$ cat config.mk
export PLATFORM = sky130hd
export DESIGN_NAME = regfile_mp
export DESIGN_NICKNAME = d
export VERILOG_FILES = /design/src/rtl/regfile_mp.sv
export SDC_FILE = /design/constraint.sdc
export NUM_CORES = 2
export LEC_CHECK = 0
export ABC_AREA = 1
export CORE_MARGIN = 5
export CORE_UTILIZATION = 57
export DETAILED_ROUTE_END_ITERATION = 12
export PLACE_DENSITY_LB_ADDON = 0.12
export SLEW_MARGIN = 20
export SYNTH_ARGS = -nofsm -noshare
export SYNTH_HDL_FRONTEND = slang
export SYNTH_SLANG_ARGS = --single-unit
$ cat constraint.sdc
create_clock -name clock -period 3.3 [get_ports clock]
set_clock_uncertainty 0.15 [all_clocks]
set_input_delay 0.66 -clock clock [delete_from_list [all_inputs] [get_ports clock]]
set_output_delay 0.66 -clock clock [all_outputs]
set_load 0.01 [all_outputs]
$ cat src/rtl/regfile_mp.sv
// regfile_mp: parametrised 2-read/1-write register file with hardware clear sweep,
// hardwired zero register and optional same-cycle write-to-read bypass.
module regfile_mp #(
   parameter int WIDTH    = 32,
   parameter int DEPTH    = 32,
   parameter int AW       = $clog2(DEPTH),
   parameter int ZERO_REG = DEPTH - 1,
   parameter int XP_REG   = DEPTH - 2,
   parameter bit BYPASS   = 1'b1
) (
   input  logic             clock,
   input  logic             reset,
   input  logic [AW-1:0]    ra,
   input  logic [AW-1:0]    rb,
   input  logic [AW-1:0]    rc,
   input  logic             ra2sel,
   input  logic             wasel,
   input  logic             werf,
   input  logic [WIDTH-1:0] wdata,
   input  logic             clr,
   output logic [WIDTH-1:0] radata,
   output logic [WIDTH-1:0] rbdata,
   output logic             busy
);
   localparam logic [0:0] RUN = 1'b0;
   localparam logic [0:0] CLEAR = 1'b1;
   localparam logic [AW-1:0] ZR = AW'(ZERO_REG);
   localparam logic [AW-1:0] XP = AW'(XP_REG);
   localparam logic [AW-1:0] LAST = AW'(DEPTH - 1);
   logic [0:0] state;
   logic [AW-1:0] cnt;
   logic [AW-1:0] rb_addr;
   logic [AW-1:0] wa;
   logic [WIDTH-1:0] rd_a;
   logic [WIDTH-1:0] rd_b;
   logic clearing;
   logic we;
   logic [WIDTH-1:0] mem [DEPTH];
   assign clearing = state == CLEAR;
   assign busy = clearing;
   assign rb_addr = ra2sel ? rc : rb;
   assign wa = wasel ? XP : rc;
   assign we = !clearing && werf && wa != ZR;
   // a bypass hit on the zero register is masked by the zero check first
   always_comb begin
      rd_a = ra == ZR ? '0 : (BYPASS && werf && ra == wa) ? wdata : mem[ra];
      rd_b = rb_addr == ZR ? '0 : (BYPASS && werf && rb_addr == wa) ? wdata : mem[rb_addr];
   end
   always_ff @(posedge clock or posedge reset) begin
      if (reset) begin
         state <= CLEAR;
         cnt <= '0;
         radata <= '0;
         rbdata <= '0;
      end else if (clearing) begin
         radata <= '0;
         rbdata <= '0;
         cnt <= cnt + 1'b1;
         if (cnt == LAST) state <= RUN;
      end else begin
         radata <= rd_a;
         rbdata <= rd_b;
         if (clr) begin
            state <= CLEAR;
            cnt <= '0;
         end
      end
   end
   // storage has no reset; the sweep zeroes it one entry per cycle
   always_ff @(posedge clock) begin
      if (clearing) mem[cnt] <= '0;
      else if (we) mem[wa] <= wdata;
   end
endmodule
Word-level counts from Yosys, hierarchy flattened. Memory sizes are Yosys's and may differ from the RTL's. Cells that the tools add are included.

Register bits after elaboration: 70. Memory bits (writable): 1024. Input port bits: 53. Output and inout port bits: 65. Logic and storage cells: 40. Memories kept: 1.

$add $sub $neg: 1. Eq/ne operators: 6. Mux-type cells: 21. Reduce and logical (&&, ||, !) cells: 7.

Memory list: mem (depth 32, width 32, rd ports 2, clocked after memory_dff 0, write ports 1, line 38) `logic [WIDTH-1:0] mem [DEPTH];`.

Operators by type and width (count): two-way mux 32 bit (7); OR reduction 32 bit (1); two-way mux 5 bit (5); == test 5 bit (second input constant) (3); == test 5 bit (2); two-way mux 1 bit (9); adder 5 x 1 -> 5 bit (second input constant) (1); inequality test 5 bit (second input constant) (1); logical AND 1 bit (4); nonzero test 2 bit (1); zero test 1 bit (1).

Logic depth before layout (Yosys ltp).
Depth in word-level cells: 8. Gate-level depth with buffers: 14. Mapped depth without buffers: 12.

Worst setup path after synthesis. No wires, ideal clock.

Path kind: in2reg. Start point: input rc[0]. End point: memory mem[12][0], enable pin. Setup time: 0.421 ns. Arrival: 3.172 ns. Required time: 2.729 ns. Setup slack: -0.443 ns. Stages: 11. Cell sequence: inv_2 nor2_1 nand4_1 nand3_2 buf_2 nand2_1 o21ai_1 inv_2 nor2_1 nand2_1 nor2_1.

Cells in the longest elaborated chain, start to end: 8.

Ends and longest elaborated chain: start, declared (line 15) `input logic [AW-1:0] rc,`; two-way mux 5 bit (*) (line 42) `assign wa = wasel ? XP : rc;`; inequality test 5 bit (line 43) `assign we = !clearing && werf && wa != ZR;`; logical AND 1 bit (line 43); two-way mux 1 bit (line 72) `else if (we) mem[wa] <= wdata;`; two-way mux 1 bit (line 71) `if (clearing) mem[cnt] <= '0;`; two-way mux 1 bit (not written as such) (line 72); OR reduction 32 bit (no line); two-way mux 5 bit (no line) / two-way mux 1 bit (equally long branches); end, declared (line 38).

Every way passes the cells marked *; elsewhere a longest branch is shown, timed or not.

Worst setup path in the final report.
Start point: register state (netlist: busy). End point: memory mem[24][5], enable pin.

Cells in the longest elaborated chain, start to end: 8.

Ends and longest elaborated chain: start, declared (line 30) `logic [0:0] state;`; start signal, assigned (line 51) `state <= CLEAR;`; start signal, assigned (line 59) `if (cnt == LAST) state <= RUN;`; start signal, assigned (line 64) `state <= CLEAR;`; zero test 1 bit (line 43); logical AND 1 bit (2 in series) (line 43); two-way mux 1 bit (line 72); two-way mux 1 bit (line 71); two-way mux 1 bit (not written as such) (line 72); OR reduction 32 bit (no line); two-way mux 5 bit (no line) / two-way mux 1 bit (equally long branches).

Parallel ways exist; a longest one is shown, timed or not.

==> run_summary.xml <==
<?xml version="1.0" encoding="UTF-8"?>
<metrics>
  <group name="route">
    <metric name="route.vias.total" unit="">49900</metric>
    <metric name="wl_per_cell" unit="um">27.1</metric>
    <metric name="drt-pass1-iter-count" unit="">7</metric>
    <metric name="wl" unit="um">206000</metric>
    <metric name="drc" unit="">0</metric>
    <metric name="drt_iter0_markers" unit="">8758</metric>
    <metric name="viasPerCell" unit="">6.56</metric>
    <metric name="drtAntennaViolNets" unit="">0</metric>
  </group>
  <group name="status">
    <metric name="run_status" unit="">complete, no violations</metric>
  </group>
  <group name="logic_synthesis">
    <metric name="seq_area_frac_synth" unit="%">59.3</metric>
    <metric name="ys_seq_elements" unit="">1094</metric>
    <metric name="syn-cell-area" unit="um2">54800</metric>
    <metric name="ys_warn_count" unit="">0</metric>
    <metric name="netlist_top_cells_area" unit="">sky130_fd_sc_hd__edfxtp_1 (56%), sky130_fd_sc_hd__nand3_1 (19%), sky130_fd_sc_hd__nand2_1 (12%)</metric>
    <metric name="synth_edf_count" unit="">1024</metric>
    <metric name="synthMostInstantiatedCell" unit="">sky130_fd_sc_hd__nand3_1</metric>
    <metric name="post_synth_top_cells" unit="">sky130_fd_sc_hd__nand3_1 (2053), sky130_fd_sc_hd__nand2_1 (1766), sky130_fd_sc_hd__edfxtp_1 (1024)</metric>
    <metric name="syn-num-nets" unit="">6205</metric>
    <metric name="synth_area_leader_cell" unit="">sky130_fd_sc_hd__edfxtp_1</metric>
    <metric name="synth_largest_type_area_fraction" unit="%">56.1</metric>
    <metric name="synthCells" unit="">6150</metric>
    <metric name="synth.lib_cells_used.distinct" unit="">32</metric>
    <metric name="synth_ff_type" unit="">sky130_fd_sc_hd__edfxtp_1</metric>
    <metric name="syn_avg_cell_area" unit="um2">8.91</metric>
    <metric name="async_flop_share" unit="%">6.40</metric>
  </group>
  <group name="worst_setup_path">
    <metric name="critical_path_peak_fanout" unit="">23</metric>
    <metric name="r2r-end" unit="">mem[24][5]</metric>
    <metric name="crit_path_cell_trace" unit="">inv_1 -&gt; nand3_2 -&gt; buf_12 -&gt; nand2_1 -&gt; o21ai_1 -&gt; inv_2 -&gt; nor2_1 -&gt; nand2_1 -&gt; buf_4 -&gt; nor2_4 -&gt; buf_12</metric>
    <metric name="crit_end" unit="">mem[24][5]</metric>
    <metric name="critical_path.startpoint_type" unit="">register</metric>
    <metric name="wp_depth" unit="">11</metric>
    <metric name="critical_path.reg2reg.startpoint" unit="">busy</metric>
    <metric name="timing.reg2reg.setup_slack" unit="ps">180</metric>
    <metric name="worstPathBufferInverterCount" unit="">5</metric>
    <metric name="path_class" unit="">register to register</metric>
    <metric name="reg2reg_depth" unit="">11</metric>
    <metric name="crit_family" unit="">buffers and inverters</metric>
    <metric name="arrival" unit="ps">3330</metric>
    <metric name="worst_setup_path_end_kind" unit="">register</metric>
    <metric name="critPathMaxStageDelay" unit="ps">700</metric>
    <metric name="crit_slowest_cell" unit="">sky130_fd_sc_hd__dfstp_2</metric>
    <metric name="critical_path_required" unit="ps">3520</metric>
    <metric name="startpoint_of_the_most_critical_setup_path" unit="">busy</metric>
  </group>
  <group name="clock_tree">
    <metric name="path_clk_slew" unit="ps">60</metric>
    <metric name="clock_latency" unit="ps">710</metric>
    <metric name="clock_tree_from_tritoncts" unit="">done</metric>
    <metric name="clk_path_buf_depth" unit="">3</metric>
    <metric name="cts_num_sinks" unit="">1094</metric>
    <metric name="cts-hold-fix-buffers" unit="">0</metric>
    <metric name="post_cts_resize_count" unit="">0</metric>
    <metric name="htree_num_levels" unit="">3</metric>
    <metric name="cts.root.buffer_cell" unit="">sky130_fd_sc_hd__clkbuf_16</metric>
    <metric name="cts_post_setup_buffers_inserted" unit="">0</metric>
    <metric name="cts_buffers" unit="">115</metric>
  </group>
  <group name="global_route">
    <metric name="grt_util_met1" unit="%">52.5</metric>
    <metric name="grt.met3_usage" unit="%">13.3</metric>
    <metric name="all_layer_global_routing_usage" unit="%">39.1</metric>
    <metric name="grt_util_met2" unit="%">57.1</metric>
    <metric name="grt_pass1_vias" unit="">47500</metric>
    <metric name="grt_start_max_net_pins" unit="">132</metric>
    <metric name="grt_overflow" unit="">0</metric>
    <metric name="gr-max-usage-layer" unit="">met2</metric>
    <metric name="antenna_found_initial" unit="">4</metric>
    <metric name="first_pass_grt_wire_length" unit="um">303000</metric>
  </group>
  <group name="placement">
    <metric name="placed_cells" unit="">7379</metric>
    <metric name="port_buffers" unit="">117</metric>
    <metric name="place.detailed.hpwl" unit="um">118000</metric>
    <metric name="final_wtd_congestion" unit="">0.890</metric>
    <metric name="detailed_place.area" unit="um2">60600</metric>
    <metric name="dp_slack" unit="ps">-292</metric>
  </group>
  <group name="layout">
    <metric name="finalInstanceArea" unit="um2">64500</metric>
    <metric name="post_route_cells_drive_above_1_share" unit="%">9.28</metric>
    <metric name="design.final.nets" unit="">6286</metric>
    <metric name="finish.utilization" unit="%">67.7</metric>
    <metric name="layout_cells_excl_fill" unit="">7597</metric>
    <metric name="area_delta_synth_final" unit="%">17.7</metric>
  </group>
  <group name="floorplan">
    <metric name="floorplan.core_area" unit="um2">95300</metric>
    <metric name="starting_density_of_the_core" unit="%">57.5</metric>
    <metric name="die_h" unit="um">320</metric>
    <metric name="floorplan.rows" unit="">113</metric>
    <metric name="die_x" unit="um">320</metric>
    <metric name="io-pin-count" unit="">118</metric>
    <metric name="die-area" unit="um2">102000</metric>
  </group>
  <group name="sta">
    <metric name="final-setup-viol-count" unit="">0</metric>
    <metric name="fmax" unit="GHz">0.321</metric>
    <metric name="layout_setup_ws" unit="ps">184</metric>
    <metric name="post_route_fraction_of_the_period_consumed_by_the_critical_path" unit="%">94.4</metric>
    <metric name="timing.slew.headroom" unit="%">39.0</metric>
    <metric name="finalMaxSlewViolations" unit="">0</metric>
    <metric name="hold_viol" unit="">0</metric>
    <metric name="hold_slack" unit="ps">298</metric>
    <metric name="grt_setup_unrepaired" unit="">false</metric>
    <metric name="tightest_pin_transition" unit="ps">915</metric>
    <metric name="fin_crit" unit="ps">3120</metric>
  </group>
  <group name="power">
    <metric name="worst_ir_drop_vdd" unit="mV">0.496</metric>
    <metric name="power_density" unit="nW/um2">631</metric>
    <metric name="static_leakage" unit="nW">25.8</metric>
  </group>
  <group name="flow_run">
    <metric name="drv_cap" unit="">0</metric>
  </group>
  <group name="min_path">
    <metric name="timing.hold.worst.class" unit="">input port to async pin</metric>
  </group>
</metrics>
-- state kept, by name, indices dropped and copies added (netlist names) --
register	count
cnt	5
busy	1
radata	32
mem	1024
rbdata	32
-- kinds of logic (layout without fill, tap and decap cells) --
logic type	Yosys count	after routing	synth area share, %
adder cells (fa/ha/maj)	2	2	0.0456
other	0	5	0
XOR/XNOR	3	3	0.0479
AO/OA/AOI/OAI	280	280	2.74
multiplexers	1	1	0.0183
flip-flops	1094	1094	59.3
AND/OR/NAND/NOR	3970	3970	31.9
buffers and inverters	800	977	5.93
-- layout make-up --
type | instances | area (um2)
antenna | 5 | 12.5
clock buffer | 136 | 3090
clock inverter | 77 | 848
fill | 7246 | 30800
inverter | 318 | 1230
multi-input combinational | 4256 | 19500
sequential | 1094 | 32500
tap | 1265 | 1580
timing repair buffer | 446 | 5780
-- cell usage in the layout, fill, tap and decap left out, types with 15 or more instances in the layout --
master,netlist,layout
sky130_fd_sc_hd__o21ai_0,182,181
sky130_fd_sc_hd__edfxtp_1,1024,1024
sky130_fd_sc_hd__bufinv_16,0,16
sky130_fd_sc_hd__clkdlybuf4s50_1,0,112
sky130_fd_sc_hd__nor2_4,0,32
sky130_fd_sc_hd__buf_12,0,171
sky130_fd_sc_hd__clkinv_1,0,15
sky130_fd_sc_hd__nor2_1,141,109
sky130_fd_sc_hd__clkbuf_16,0,115
sky130_fd_sc_hd__o21ai_1,25,24
sky130_fd_sc_hd__clkinv_2,0,24
sky130_fd_sc_hd__inv_1,313,307
sky130_fd_sc_hd__dfrtp_1,69,69
sky130_fd_sc_hd__a21oi_1,35,34
sky130_fd_sc_hd__nand2_1,1766,1760
sky130_fd_sc_hd__nand3_1,2053,2053
sky130_fd_sc_hd__buf_4,13,159
sky130_fd_sc_hd__o211ai_1,32,32
-- per-stage QoR --
stage	setup TNS (ps)	total power, mW
after floorplan	-321110	22.2
after global placement	-247700	26.9
after detailed placement	-207980	27.1
after CTS	0	40.4
after global routing	0	41.9
final	0	40.7
-- worst min-delay path by stage --
stage          startpoint         end  depth (start not counted)
2_1_floorplan      cnt[0]      cnt[0]                          1
3_3_place_gp       cnt[0]      cnt[0]                          1
3_5_place_dp       cnt[0]      cnt[0]                          1
4_1_cts             reset  rbdata[24]                          2
5_1_grt             reset  rbdata[24]                          2
6_report            reset  rbdata[24]                          2
-- report_power, final --
part	leakage [nW]	internal, mW	switching, mW
Sequential	10.4	17.3	0.851
Combinational	13.5	2.91	6.13
Clock	1.91	7.92	5.65
Total	25.8	28.1	12.6
-- routing by layer --
| layer | vias up | wire length [um] |
|---|---|---|
| li1 | 21400 | - |
| met1 | 23000 | 70800 |
| met2 | 4495 | 87900 |
| met3 | 924 | 34100 |
| met4 | 2 | 13000 |
| met5 | - | 13 |
Note: power is estimated with default switching activity, not from simulation.
